$ cat config.mk
export PLATFORM = sky130hd
export DESIGN_NAME = muldiv_sequencer
export DESIGN_NICKNAME = d
export VERILOG_FILES = /design/src/rtl/muldiv_sequencer.sv
export SDC_FILE = /design/constraint.sdc
export NUM_CORES = 1
export LEC_CHECK = 0
export BUFFER_PORTS_ARGS = -buffer_cell sky130_fd_sc_hd__buf_2
export CORE_UTILIZATION = 26
export CTS_CLUSTER_SIZE = 30
export DETAILED_ROUTE_END_ITERATION = 16
export GPL_TIMING_DRIVEN = 0
export PLACE_DENSITY = 0.5
export SYNTH_ARGS = -nofsm -noshare
export SYNTH_HDL_FRONTEND = slang
export SYNTH_SLANG_ARGS = --single-unit
$ cat constraint.sdc
create_clock -name clk -period 5.77 [get_ports clk]
set_input_delay 0.2885 -clock clk [delete_from_list [all_inputs] [get_ports clk]]
set_output_delay 0.2885 -clock clk [all_outputs]
set_load 0.01 [all_outputs]
$ cat src/rtl/muldiv_sequencer.sv
// Multi-cycle unsigned mult/div/mod sequencer for the single-cycle core.
// A shift-add multiplier and a restoring divider share one 2*WIDTH accumulator and run one bit per cycle.
module muldiv_sequencer #(
  parameter int WIDTH = 32
) (
  input  logic             clk,
  input  logic             rst_n,
  input  logic             start,
  input  logic [3:0]       op,
  input  logic [WIDTH-1:0] a,
  input  logic [WIDTH-1:0] b,
  output logic             busy,
  output logic             stall,
  output logic             done,
  output logic [WIDTH-1:0] result,
  output logic [WIDTH-1:0] hi,
  output logic [WIDTH-1:0] lo,
  output logic             div_by_zero
);

  localparam int CNT_W = $clog2(WIDTH + 1);

  typedef enum logic [1:0] {IDLE, MUL, DIV, DONE} state_t;

  state_t             state;
  logic [CNT_W-1:0]   cnt;
  logic               is_mod;
  logic               op_valid;
  logic               accept;
  logic [WIDTH-1:0]   mcand;
  logic [WIDTH-1:0]   divisor;
  logic [2*WIDTH-1:0] acc;
  logic [2*WIDTH-1:0] acc_nxt;

  // acc = {partial product, remaining multiplier bits}
  function automatic logic [2*WIDTH-1:0] mul_step(input logic [2*WIDTH-1:0] acc_in,
                                                  input logic [WIDTH-1:0]   m);
    logic [WIDTH:0] upper;
    upper = {1'b0, acc_in[2*WIDTH-1:WIDTH]} + (acc_in[0] ? {1'b0, m} : {(WIDTH+1){1'b0}});
    return {upper, acc_in[WIDTH-1:1]};
  endfunction

  // acc = {remainder, dividend bits shifting out / quotient bits shifting in}
  function automatic logic [2*WIDTH-1:0] div_step(input logic [2*WIDTH-1:0] acc_in,
                                                  input logic [WIDTH-1:0]   d);
    logic [2*WIDTH:0] sh;
    logic [WIDTH:0]   diff;
    sh   = {acc_in, 1'b0};
    diff = sh[2*WIDTH:WIDTH] - {1'b0, d};
    if (diff[WIDTH])
      return sh[2*WIDTH-1:0];
    else
      return {diff[WIDTH-1:0], sh[WIDTH-1:1], 1'b1};
  endfunction

  assign op_valid = (op == 4'd2) | (op == 4'd3) | (op == 4'd8);
  assign accept   = start & op_valid & (state == IDLE);
  assign stall    = busy | accept;

  always_comb begin
    acc_nxt = acc;
    case (state)
      MUL:     acc_nxt = mul_step(acc, mcand);
      DIV:     acc_nxt = div_step(acc, divisor);
      default: acc_nxt = acc;
    endcase
  end

  // Datapath: operands and accumulator need no reset, they are loaded on accept.
  always_ff @(posedge clk) begin
    if (accept) begin
      mcand   <= a;
      divisor <= b;
      acc     <= (op == 4'd2) ? {{WIDTH{1'b0}}, b} : {{WIDTH{1'b0}}, a};
    end else if (state == MUL || state == DIV) begin
      acc <= acc_nxt;
    end
  end

  always_ff @(posedge clk or negedge rst_n) begin
    if (!rst_n) begin
      state       <= IDLE;
      cnt         <= '0;
      is_mod      <= 1'b0;
      busy        <= 1'b0;
      done        <= 1'b0;
      div_by_zero <= 1'b0;
      hi          <= '0;
      lo          <= '0;
      result      <= '0;
    end else begin
      done <= 1'b0;
      case (state)
        IDLE: begin
          if (accept) begin
            cnt         <= '0;
            div_by_zero <= 1'b0;
            busy        <= 1'b1;
            is_mod      <= (op == 4'd8);
            if (op == 4'd2) begin
              state <= MUL;
            end else if (b != '0) begin
              state <= DIV;
            end else begin
              // Divide by zero finishes on the accepting edge.
              state       <= DONE;
              done        <= 1'b1;
              div_by_zero <= 1'b1;
              lo          <= '1;
              hi          <= a;
              result      <= (op == 4'd8) ? a : {WIDTH{1'b1}};
            end
          end
        end
        MUL, DIV: begin
          cnt <= cnt + 1'b1;
          if (cnt == CNT_W'(WIDTH - 1)) begin
            state  <= DONE;
            done   <= 1'b1;
            hi     <= acc_nxt[2*WIDTH-1:WIDTH];
            lo     <= acc_nxt[WIDTH-1:0];
            result <= (state == DIV && is_mod) ? acc_nxt[2*WIDTH-1:WIDTH] : acc_nxt[WIDTH-1:0];
          end
        end
        DONE: begin
          busy  <= 1'b0;
          state <= IDLE;
        end
        default: state <= IDLE;
      endcase
    end
  end

endmodule

# After elaboration in Yosys (flattened, before gate mapping)
# Cells that the tools add are included.
dict set report totals {
  out_inout_bits 100
  input_bits 71
  reg_bits 236
}
dict set report op_classes {
  eq_ne 11
  reduce_logical 13
  muxes 37
  addsub 3
  bitwise 5
}
# operator count
set ops {}
lappend ops {{$mux 32} 16}
lappend ops {{$mux 64} 3}
lappend ops {{$pmux 32 s2} 3}
lappend ops {{$pmux 64 s2} 1}
lappend ops {{$add 32x32->33} 1}
lappend ops {{$sub 33x32->33} 1}
lappend ops {{$reduce_bool 32->1} 1}
lappend ops {{$pmux 6 s2} 1}
lappend ops {{$eq 4x2->1 const B} 2}
lappend ops {{$ne 2x2->1 const B} 4}
lappend ops {{$reduce_and 2->1} 4}
lappend ops {{$add 6x1->6 const B} 1}
lappend ops {{$eq 6x5->1 const B} 1}
lappend ops {{$mux 1} 6}
lappend ops {{$mux 2} 3}
lappend ops {{$mux 6} 1}
lappend ops {{$pmux 2 s3} 1}
lappend ops {{$reduce_bool 2->1} 3}
lappend ops {{$reduce_and 5->1} 1}
lappend ops {{$eq 2x2->1 const B} 2}
lappend ops {{$eq 4x4->1 const B} 1}
lappend ops {{$pmux 1 s2} 2}
lappend ops {{$or 1x1->1} 3}
lappend ops {{$and 1x1->1} 2}
lappend ops {{other kinds (5)} 5}

# Logic depth before layout (Yosys ltp)
# Gate-level depths: netlist of the first run.
dict set report depth {
  ltp_word 7
  mapped_depth 15
}

# Worst setup path before layout of the first run
# OpenSTA, ideal clock, no wires.
dict set report synth_path {
  kind {input to register}
  start {input op[1]}
  end {register acc[0], data pin}
  t_arrival_ps 3805
  setup_time_ps 266
  n_path_buf 3
  t_required_ps 5504
  setup_slack_ps 1699
  path_stages 10
  path_cell_list {nor2b_1 > a21oi_1 > or3b_2 > clkbuf_1 > or2_2 > clkbuf_1 > inv_1 > clkbuf_1 > nor3_1 > o21bai_1}
}
dict set report synth_between {
  elab_chain_cells 6
}
# element line_no
set synth_rtl {}
lappend synth_rtl {{from (decl)} 9} ;# input logic [3:0] op,
lappend synth_rtl {{$eq 4x2->1} 56} ;# assign op_valid = (op == 4'd2) | (op == 4'd3) | (op == 4'd8);
lappend synth_rtl {{$or 1x1->1} 56}
lappend synth_rtl {{$or 1x1->1 *} 56}
lappend synth_rtl {{$and 1x1->1 * (2 in a row)} 57} ;# assign accept = start & op_valid & (state == IDLE);
lappend synth_rtl {{named net accept} 29} ;# logic accept;
lappend synth_rtl {{$mux 64 *} 71} ;# if (accept) begin
lappend synth_rtl {{to (signal assigned)} 74} ;# acc <= (op == 4'd2) ? {{WIDTH{1'b0}}, b} : {{WIDTH{1'b0}}, a};
lappend synth_rtl {{to (signal assigned)} 76} ;# acc <= acc_nxt;
lappend synth_rtl {{to (decl)} 32} ;# logic [2*WIDTH-1:0] acc;
# The timed path passes the listed nets; every way through them passes the cells marked *.
# A chain may end at the register's enable or synchronous reset.

# Worst setup path after layout of the first run
dict set report layout_path {
  start {register acc[31]}
  end {register result[21]}
}
dict set report layout_between {
  elab_chain_cells 6
}
# element line_no
set layout_rtl {}
lappend layout_rtl {{$sub 33x32->33} 49} ;# diff = sh[2*WIDTH:WIDTH] - {1'b0, d};
lappend layout_rtl {{$mux 64} 50} ;# if (diff[WIDTH])
lappend layout_rtl {{$pmux 64 s2} 62} ;# case (state)
lappend layout_rtl {{$mux 32} 122} ;# result <= (state == DIV && is_mod) ? acc_nxt[2*WIDTH-1:WIDTH] : acc_nxt[WIDTH-1:0];
lappend layout_rtl {{$mux 32} 117} ;# if (cnt == CNT_W'(WIDTH - 1)) begin
lappend layout_rtl {{$pmux 32 s2} 93} ;# case (state)
lappend layout_rtl {{to (signal assigned)} 111} ;# result <= (op == 4'd8) ? a : {WIDTH{1'b1}};
lappend layout_rtl {{to (signal assigned)} 122}
lappend layout_rtl {{to (decl)} 15} ;# output logic [WIDTH-1:0] result,
# Every way passes these cells. The select of a mux whose other input is x is not followed.

==> results of run 1 <==
## power groups by stage
stage                     Combinational, mW  Clock, mW  Sequential [mW]
final                                  8.62       1.92             3.37
after global routing                   9.18       1.99             3.42
after CTS                              8.41       1.93             3.35
after detailed placement               8.34          0             3.38
after global placement                 8.29          0             3.42
after floorplan                        5.01          0             3.26
## through the flow
stage / hold slack [ps] / setup WS [ps] / cells
after global placement: 465.1 / -507.9 / 2546
after CTS: 5.289 / 306.2 / 2651
after detailed placement: 163.3 / 321.3 / 2549
final: 14.24 / 390.3 / 2656
after floorplan: -7.091 / 1699 / 1620
after global routing: 12.90 / 119.8 / 2652
## synth_stat cells, types with 9 or more instances
master,n,area [µm²]
xnor2_1,28,245.2
nand2b_1,9,56.30
edfxtp_1,128,3844
nand2_1,174,653.1
a211oi_1,14,105.1
nor3_1,15,75.07
or2_2,12,75.07
a31o_2,10,87.58
ha_1,70,875.8
and3_1,13,81.33
buf_1,11,41.29
a21o_1,26,195.2
a21oi_1,87,435.4
or3_1,28,175.2
o21ai_0,173,865.8
nand4_1,14,87.58
a31oi_1,66,412.9
clkbuf_1,91,341.6
o21a_1,13,97.59
and2_1,46,287.8
inv_1,58,217.7
a22oi_1,20,150.1
o211ai_1,37,277.8
nor4_1,13,81.33
mux2_2,22,247.7
dfrtp_1,108,2703
nand3_1,24,120.1
nor2_1,101,379.1
o22ai_1,15,93.84
xor2_1,22,192.7
mux2i_1,45,450.4
o21bai_1,14,105.1
o31ai_1,17,127.6
## registers in the layout (all words and copies together) (netlist names)
register,flops
acc,64
busy,1
cnt,6
div_by_zero,1
divisor,32
done,1
hi,32
is_mod,1
lo,32
mcand,32
result,32
state,2
## kinds of logic after synthesis
| group | share of synthesized area [%] |
|---|---|
| simple gates | 14.80 |
| xor+xnor | 2.906 |
| flops | 43.44 |
| fa+ha+maj | 6.078 |
| compound gates | 23.93 |
| buf+inv | 4.110 |
| mux | 4.733 |
## worst max-delay path by stage
stage             from         end  slack, ps  depth (start not counted)
2_1_floorplan    op[1]      acc[0]       1700                         10
3_3_place_gp     op[1]     acc[58]       -510                         10
3_5_place_dp   acc[31]     acc[60]        320                         15
4_1_cts        acc[31]     acc[60]        310                         15
5_1_grt         acc[0]  result[25]        120                         15
6_report       acc[31]  result[21]        390                         15
## what timing repair did
action | 4_1_cts | 5_1_grt
hold buffers | 46 | 1
hold endpoints to repair | 153 | 1
setup buffers | 0 | 0
## layout make-up
type | instances | area, µm² | area share, %
inverters | 59 | 221.5 | 1.202
plain buffers | 105 | 401.6 | 2.179
clock inverters | 10 | 56.30 | 0.3055
repair buffers | 220 | 1403 | 7.610
flip-flops and latches | 236 | 6546 | 35.52
diodes | 4 | 10.01 | 0.05431
well taps | 756 | 945.9 | 5.132
multi-input cells | 1220 | 7911 | 42.93
clock buffers | 46 | 934.6 | 5.071
## routing by layer
layer	global-route usage, %	wire length, µm
met5	0	0
met4	10.06	3116
met3	4.567	6244
met2	36.63	31770
met1	33.49	32120
==> results by group, run 1 <==
Outcome
  • Outcome: complete, no violations

Routing
  • Drt pass-1 iters: 6
  • DRT iter0 DRCs: about 1600
  • Post-route ant nets: 0
  • Vias per cell: roughly 5.6
  • Routed len/inst: approximately 28 µm
  • Total number of vias: around 15000
  • Drt drc: 0
  • Total Wirelength: between 70 and 80 mm

Worst setup path
  • Reg2reg path depth: 15
  • Crit Reg-Reg Endpoint: result[21]
  • Worst EP required: approximately 6200 ps
  • Critical Path End Type: flop
  • Critical-path top delay cell: mux2i_1
  • Most used cell, CP: inv_1
  • Cell Chain, Critical Path: inv_1, ha_1, inv_1, fa_1, a211oi_1, o21ai_2, o31ai_2, o22ai_1, o31ai_1, mux2i_1, nand2_1, buf_2, mux2_2, nor3b_1, o21ai_0
  • CP Data Arrival Time: just under 6000 ps
  • Reg2reg setup slack: approximately 390 ps
  • Max Fanout on Critical Path: 10
  • CP Class: reg2reg
  • Slowest stage delay, CP: ~560 ps
  • CP Launch Type: flop
  • Reg-to-Reg Start: acc[31]
  • CP delay by family, top: compound AO/OA/AOI/OAI gates
  • Buffer and inverter count on the worst path: 3

Clocking
  • CTS max path bufs: 3
  • TritonCTS Buffers: 30
  • H-tree depth: 1
  • # clock sinks: about 240
  • CTS tree: yes
  • Clk_lat worst skew: approximately 600 ps
  • Clk pin slew, worst setup/hold paths: roughly 60 ps
  • Post-CTS Resized: 0
  • CTS Root Cell: clkbuf_16

GRT
  • GR Util All Layers: roughly 24%
  • Largest net degree at the start of global routing: 88
  • Initial antenna violation count: 1
  • Total grt overflow: 0
  • Vias in the first global route: ~14000
  • First-pass GRT wire length: 103.8 mm

Logic synthesis
  • Sequential fraction of the synthesis area: between 40% and 50%
  • EDFF count, synth: around 130
  • Syn Nets: roughly 1800
  • Mapped Area: roughly 0.015 mm²
  • Syn Area/Cell: 9.302 µm²
  • Register bit count reported by yosys: around 240
  • Most used DFF post-synth: edfxtp_1
  • Unique cell type count in the Yosys netlist: 67
  • Asr flop ratio synth: 45.76%
  • Cells after Synth: 1620
  • YS warnings: 0

Power
  • PwrDens: 754.1 mW/mm²
  • Lkg Pwr: around 7.3 nW
  • Total power draw: between 10 and 15 mW
  • Switching Fraction: ~52%
  • Peak supply drop: 0.0002965 V
  • Clock network power share: roughly 14%
  • Combinational power share: 62.0%
  • Reg power frac: between 20% and 30%
  • Cell Int Power: about 6.6 mW
  • NetSw: slightly above 7 mW

Floorplanning
  • Row count: 87
  • Starting density of the core: between 20% and 30%
  • Die height: around 240 µm
  • Die Footprint: around 0.059 mm²
  • Core ar.: roughly 0.057 mm²
  • Die span in x: 242.7 µm
  • Top Ports: roughly 170

Cells and area
  • Fin area: 0.01843 mm²
  • Area Growth Syn to Fin: 22.30%
  • Share of layout cells above drive strength 1: approximately 15%
  • Most frequent cells in the layout: 173 x nand2_1, 173 x o21ai_0, 172 x buf_2
  • Layout Utilization: 32.43%
  • # fillers: around 6000
  • Nets: ~2000

Timing
  • Maximum clock rate: between 0.15 and 0.2 GHz
  • Setup total negative slack: 0 ps
  • Hold Violations, Final: 0
  • Fin crit share: a little over 90%
  • Tightest Pin Transition: 1294 ps
  • Slew HR: 13.73%
  • Worst Skew: between 20 and 30 ps
  • RSZ-0062 raised after global routing: false
  • Final Max Tran Viols: 0
  • Final min period: ~5400 ps
  • Final setup fails: 0

Placement
  • DP HPWL: between 50 and 60 mm
  • DP Area: 0.01696 mm²
  • GP Congestion: 0.9403
  • Buffers on Ports: 170

Hold path
  • Hold Path Class: in2reg
  • Hold endpoint: divisor[27]
  • Hold path cells: 1
  • Hold wc startpoint: b[27]

Job
  • Max Cap Viol: 0
Note: power is estimated with default switching activity, not from simulation.
==> run 2: changes to the inputs <==
Settings changed: PLACE_DENSITY 0.5 to unset, PLACE_DENSITY_LB_ADDON set to 0.05.
==> run 2 against run 1 <==
Net effect:
- sequential share of layout area down 0.058 points
- die area unchanged
- routed wire length up 7.5%
- critical endpoint is now result[16]
- highest routed layer unchanged
==> results by group, run 2 (synthesis gave the netlist of run 1 again) <==
Cells and area
  • Multi-input gate area: 0.007911 mm² (unchanged)
  • FF/Latch Area: 0.006546 mm² (unchanged)
  • Nets: 2009 (was 2015)
  • Largest Register: acc (unchanged)
  • Layout Utilization: 32.49% (was 32.43%)
  • Max reg flops: 64 (unchanged)
  • # fillers: 6087 (was 6067)
  • Most frequent cells in the layout: 173 x nand2_1, 173 x o21ai_0, 172 x buf_2 (unchanged)
  • Share of layout cells above drive strength 1: 14.86% (was 14.77%)
  • Area Growth Syn to Fin: 22.50% (was 22.30%)

Routing
  • Drt pass-1 iters: 5 (was 6)
  • DRT iter0 DRCs: 1455 (was 1629)
  • Drt drc: 0 (unchanged)
  • Routed len/inst: 29.71 µm (was 27.58 µm)
  • Total Wirelength: 78.71 mm (was 73.25 mm)
  • Post-route ant nets: 0 (unchanged)
  • Total number of vias: 14760 (was 14850)
  • Vias per cell: 5.571 (was 5.592)

GRT
  • Initial antenna violation count: 1 (unchanged)
  • First-pass GRT wire length: 109.8 mm (was 103.8 mm)
  • GR Util All Layers: 26.22% (was 24.16%)
  • Largest net degree at the start of global routing: 57 (was 88)
  • Total grt overflow: 0 (unchanged)
  • Vias in the first global route: 14570 (was 14260)

Power
  • Peak supply drop: 0.0004491 V (was 0.0002965 V)
  • Total power draw: 14.30 mW (was 13.90 mW)
  • Lkg Pwr: 7.348 nW (was 7.338 nW)
  • PwrDens: 774.7 mW/mm² (was 754.1 mW/mm²)

Clocking
  • CTS Root Cell: clkbuf_16 (unchanged)
  • # clock sinks: 236 (unchanged)
  • Clk pin slew, worst setup/hold paths: 60 ps (about the same)
  • Clk_lat worst skew: 570 ps (was 600 ps)
  • TritonCTS Buffers: 34 (was 30)
  • H-tree depth: 2 (was 1)
  • CTS tree: yes (unchanged)
  • CTS max path bufs: 3 (unchanged)
  • Post-CTS Setup Inserts: 0 (unchanged)

Worst setup path
  • CP Class: reg2reg (unchanged)
  • CP Launch Type: flop (unchanged)
  • Reg2reg setup slack: 250 ps (was 390 ps)
  • CP Data Arrival Time: 5920 ps (was 5810 ps)
  • Cell Chain, Critical Path: inv_1, ha_1, inv_1, fa_1, a211oi_1, o21ai_2, o31ai_2, o22ai_1, o31ai_1, mux2i_1, nand2_1, buf_2, mux2_2, nor3b_1, o21ai_0 (unchanged)
  • Most used cell, CP: inv_1 (unchanged)
  • Critical Path End Type: flop (unchanged)
  • Slowest stage delay, CP: 720 ps (was 560 ps)
  • Max Fanout on Critical Path: 10 (unchanged)
  • Worst EP required: 6170 ps (was 6200 ps)
  • Critical-path top delay cell: nor3b_1 (was mux2i_1)

Floorplanning
  • Die Footprint: 0.05893 mm² (unchanged)
  • Starting density of the core: 26.52% (unchanged)
  • Row count: 87 (unchanged)
  • Core ar.: 0.05682 mm² (unchanged)
  • Top Ports: 171 (unchanged)
  • Die height: 242.7 µm (unchanged)
  • Die span in x: 242.7 µm (unchanged)

Timing
  • Worst Skew: 40.71 ps (was 28.93 ps)
  • Post-route setup slack: 249.4 ps (was 390.3 ps)
  • RSZ-0062 raised after global routing: false (unchanged)
  • Tightest Pin Transition: 1158 ps (was 1294 ps)
  • Hold Violations, Final: 0 (unchanged)
  • Hold slack: 32.47 ps (was 14.24 ps)
  • Final min period: 5521 ps (was 5380 ps)
  • Maximum clock rate: 0.1811 GHz (was 0.1859 GHz)
  • Final Max Tran Viols: 0 (unchanged)
  • Slew HR: 22.80% (was 13.73%)
  • Final setup fails: 0 (unchanged)
  • Fin crit share: 95.68% (was 93.24%)

Job
  • Max Cap Viol: 0 (unchanged)

Placement
  • Buffers on Ports: 170 (unchanged)
  • DP HPWL: 60.19 mm (was 56.48 mm)
  • GP Congestion: 0.9211 (was 0.9403)
  • DP Worst Slack: 313.2 ps (was 321.3 ps)

Outcome
  • Outcome: complete, no violations (unchanged)

Hold path
  • Hold Path Class: in2reg (unchanged)
[run 2: cell count changes in the layout (fill, tap and decap cells not counted), sizes merged]
| cell | delta |
|---|---|
| diode | -2 |
| clkinvlp | +1 |
| dlygate4sd3 | -10 |
| clkbuf | +1 |
| bufinv | +3 |
[run 2: worst max-delay path: cells and delay by family (launching register included)]
kind            cells  cell delay (ps)
compound gates      6             1720
simple gates        2             1050
mux                 2              890
fa+ha+maj           2              640
buf+inv             3              550
flops               1              500
[run 2: layout make-up]
type,count,area share [%]
plain buffers,105,2.176
clock buffers,47,5.097
well taps,756,5.124
flip-flops and latches,236,35.46
inverters,59,1.200
diodes,2,0.02711
multi-input cells,1220,42.86
clock inverters,14,0.9624
repair buffers,210,7.096
[run 2: timing repair]
| item | in CTS | in global routing |
|---|---|---|
| setup endpoints to repair | 0 | 0 |
| endpoints found under the hold margin | 91 | 0 |
| resized for setup | 0 | 0 |
| hold buffers | 37 | 0 |
[run 2: power by group]
group / total, mW / switching [mW] / internal, mW
clock: 2.18 / 0.892 / 1.29
combinational: 8.75 / 5.97 / 2.78
sequential: 3.37 / 0.635 / 2.73
[run 2: path summary, 6_finish.rpt]
path	depth (start not counted)	from	end
min reg2reg	2	div_by_zero	div_by_zero
max reg2reg	15	acc[31]	result[16]
max in group asynchronous	3	rst_n	hi[5]
min in group asynchronous	2	rst_n	lo[30]
min	1	a[2]	mcand[2]
max	15	acc[31]	result[16]
[run 2: routing by layer]
metal	vias to the layer above	part of all wire, %	track usage [%]
li1	6546	-	-
met1	7438	46	36.90
met2	648	44	39.71
met3	126	7.1	5.031
met4	0	3.3	9.360
met5	-	0	0
[run 2: per-stage QoR]
step,setup TNS (ps),area [µm²],instances
after floorplan,0,15070,1620
after global placement,-59440,16870,2546
after detailed placement,0,16970,2549
after CTS,0,18460,2647
after global routing,0,18460,2647
final,0,18460,2649
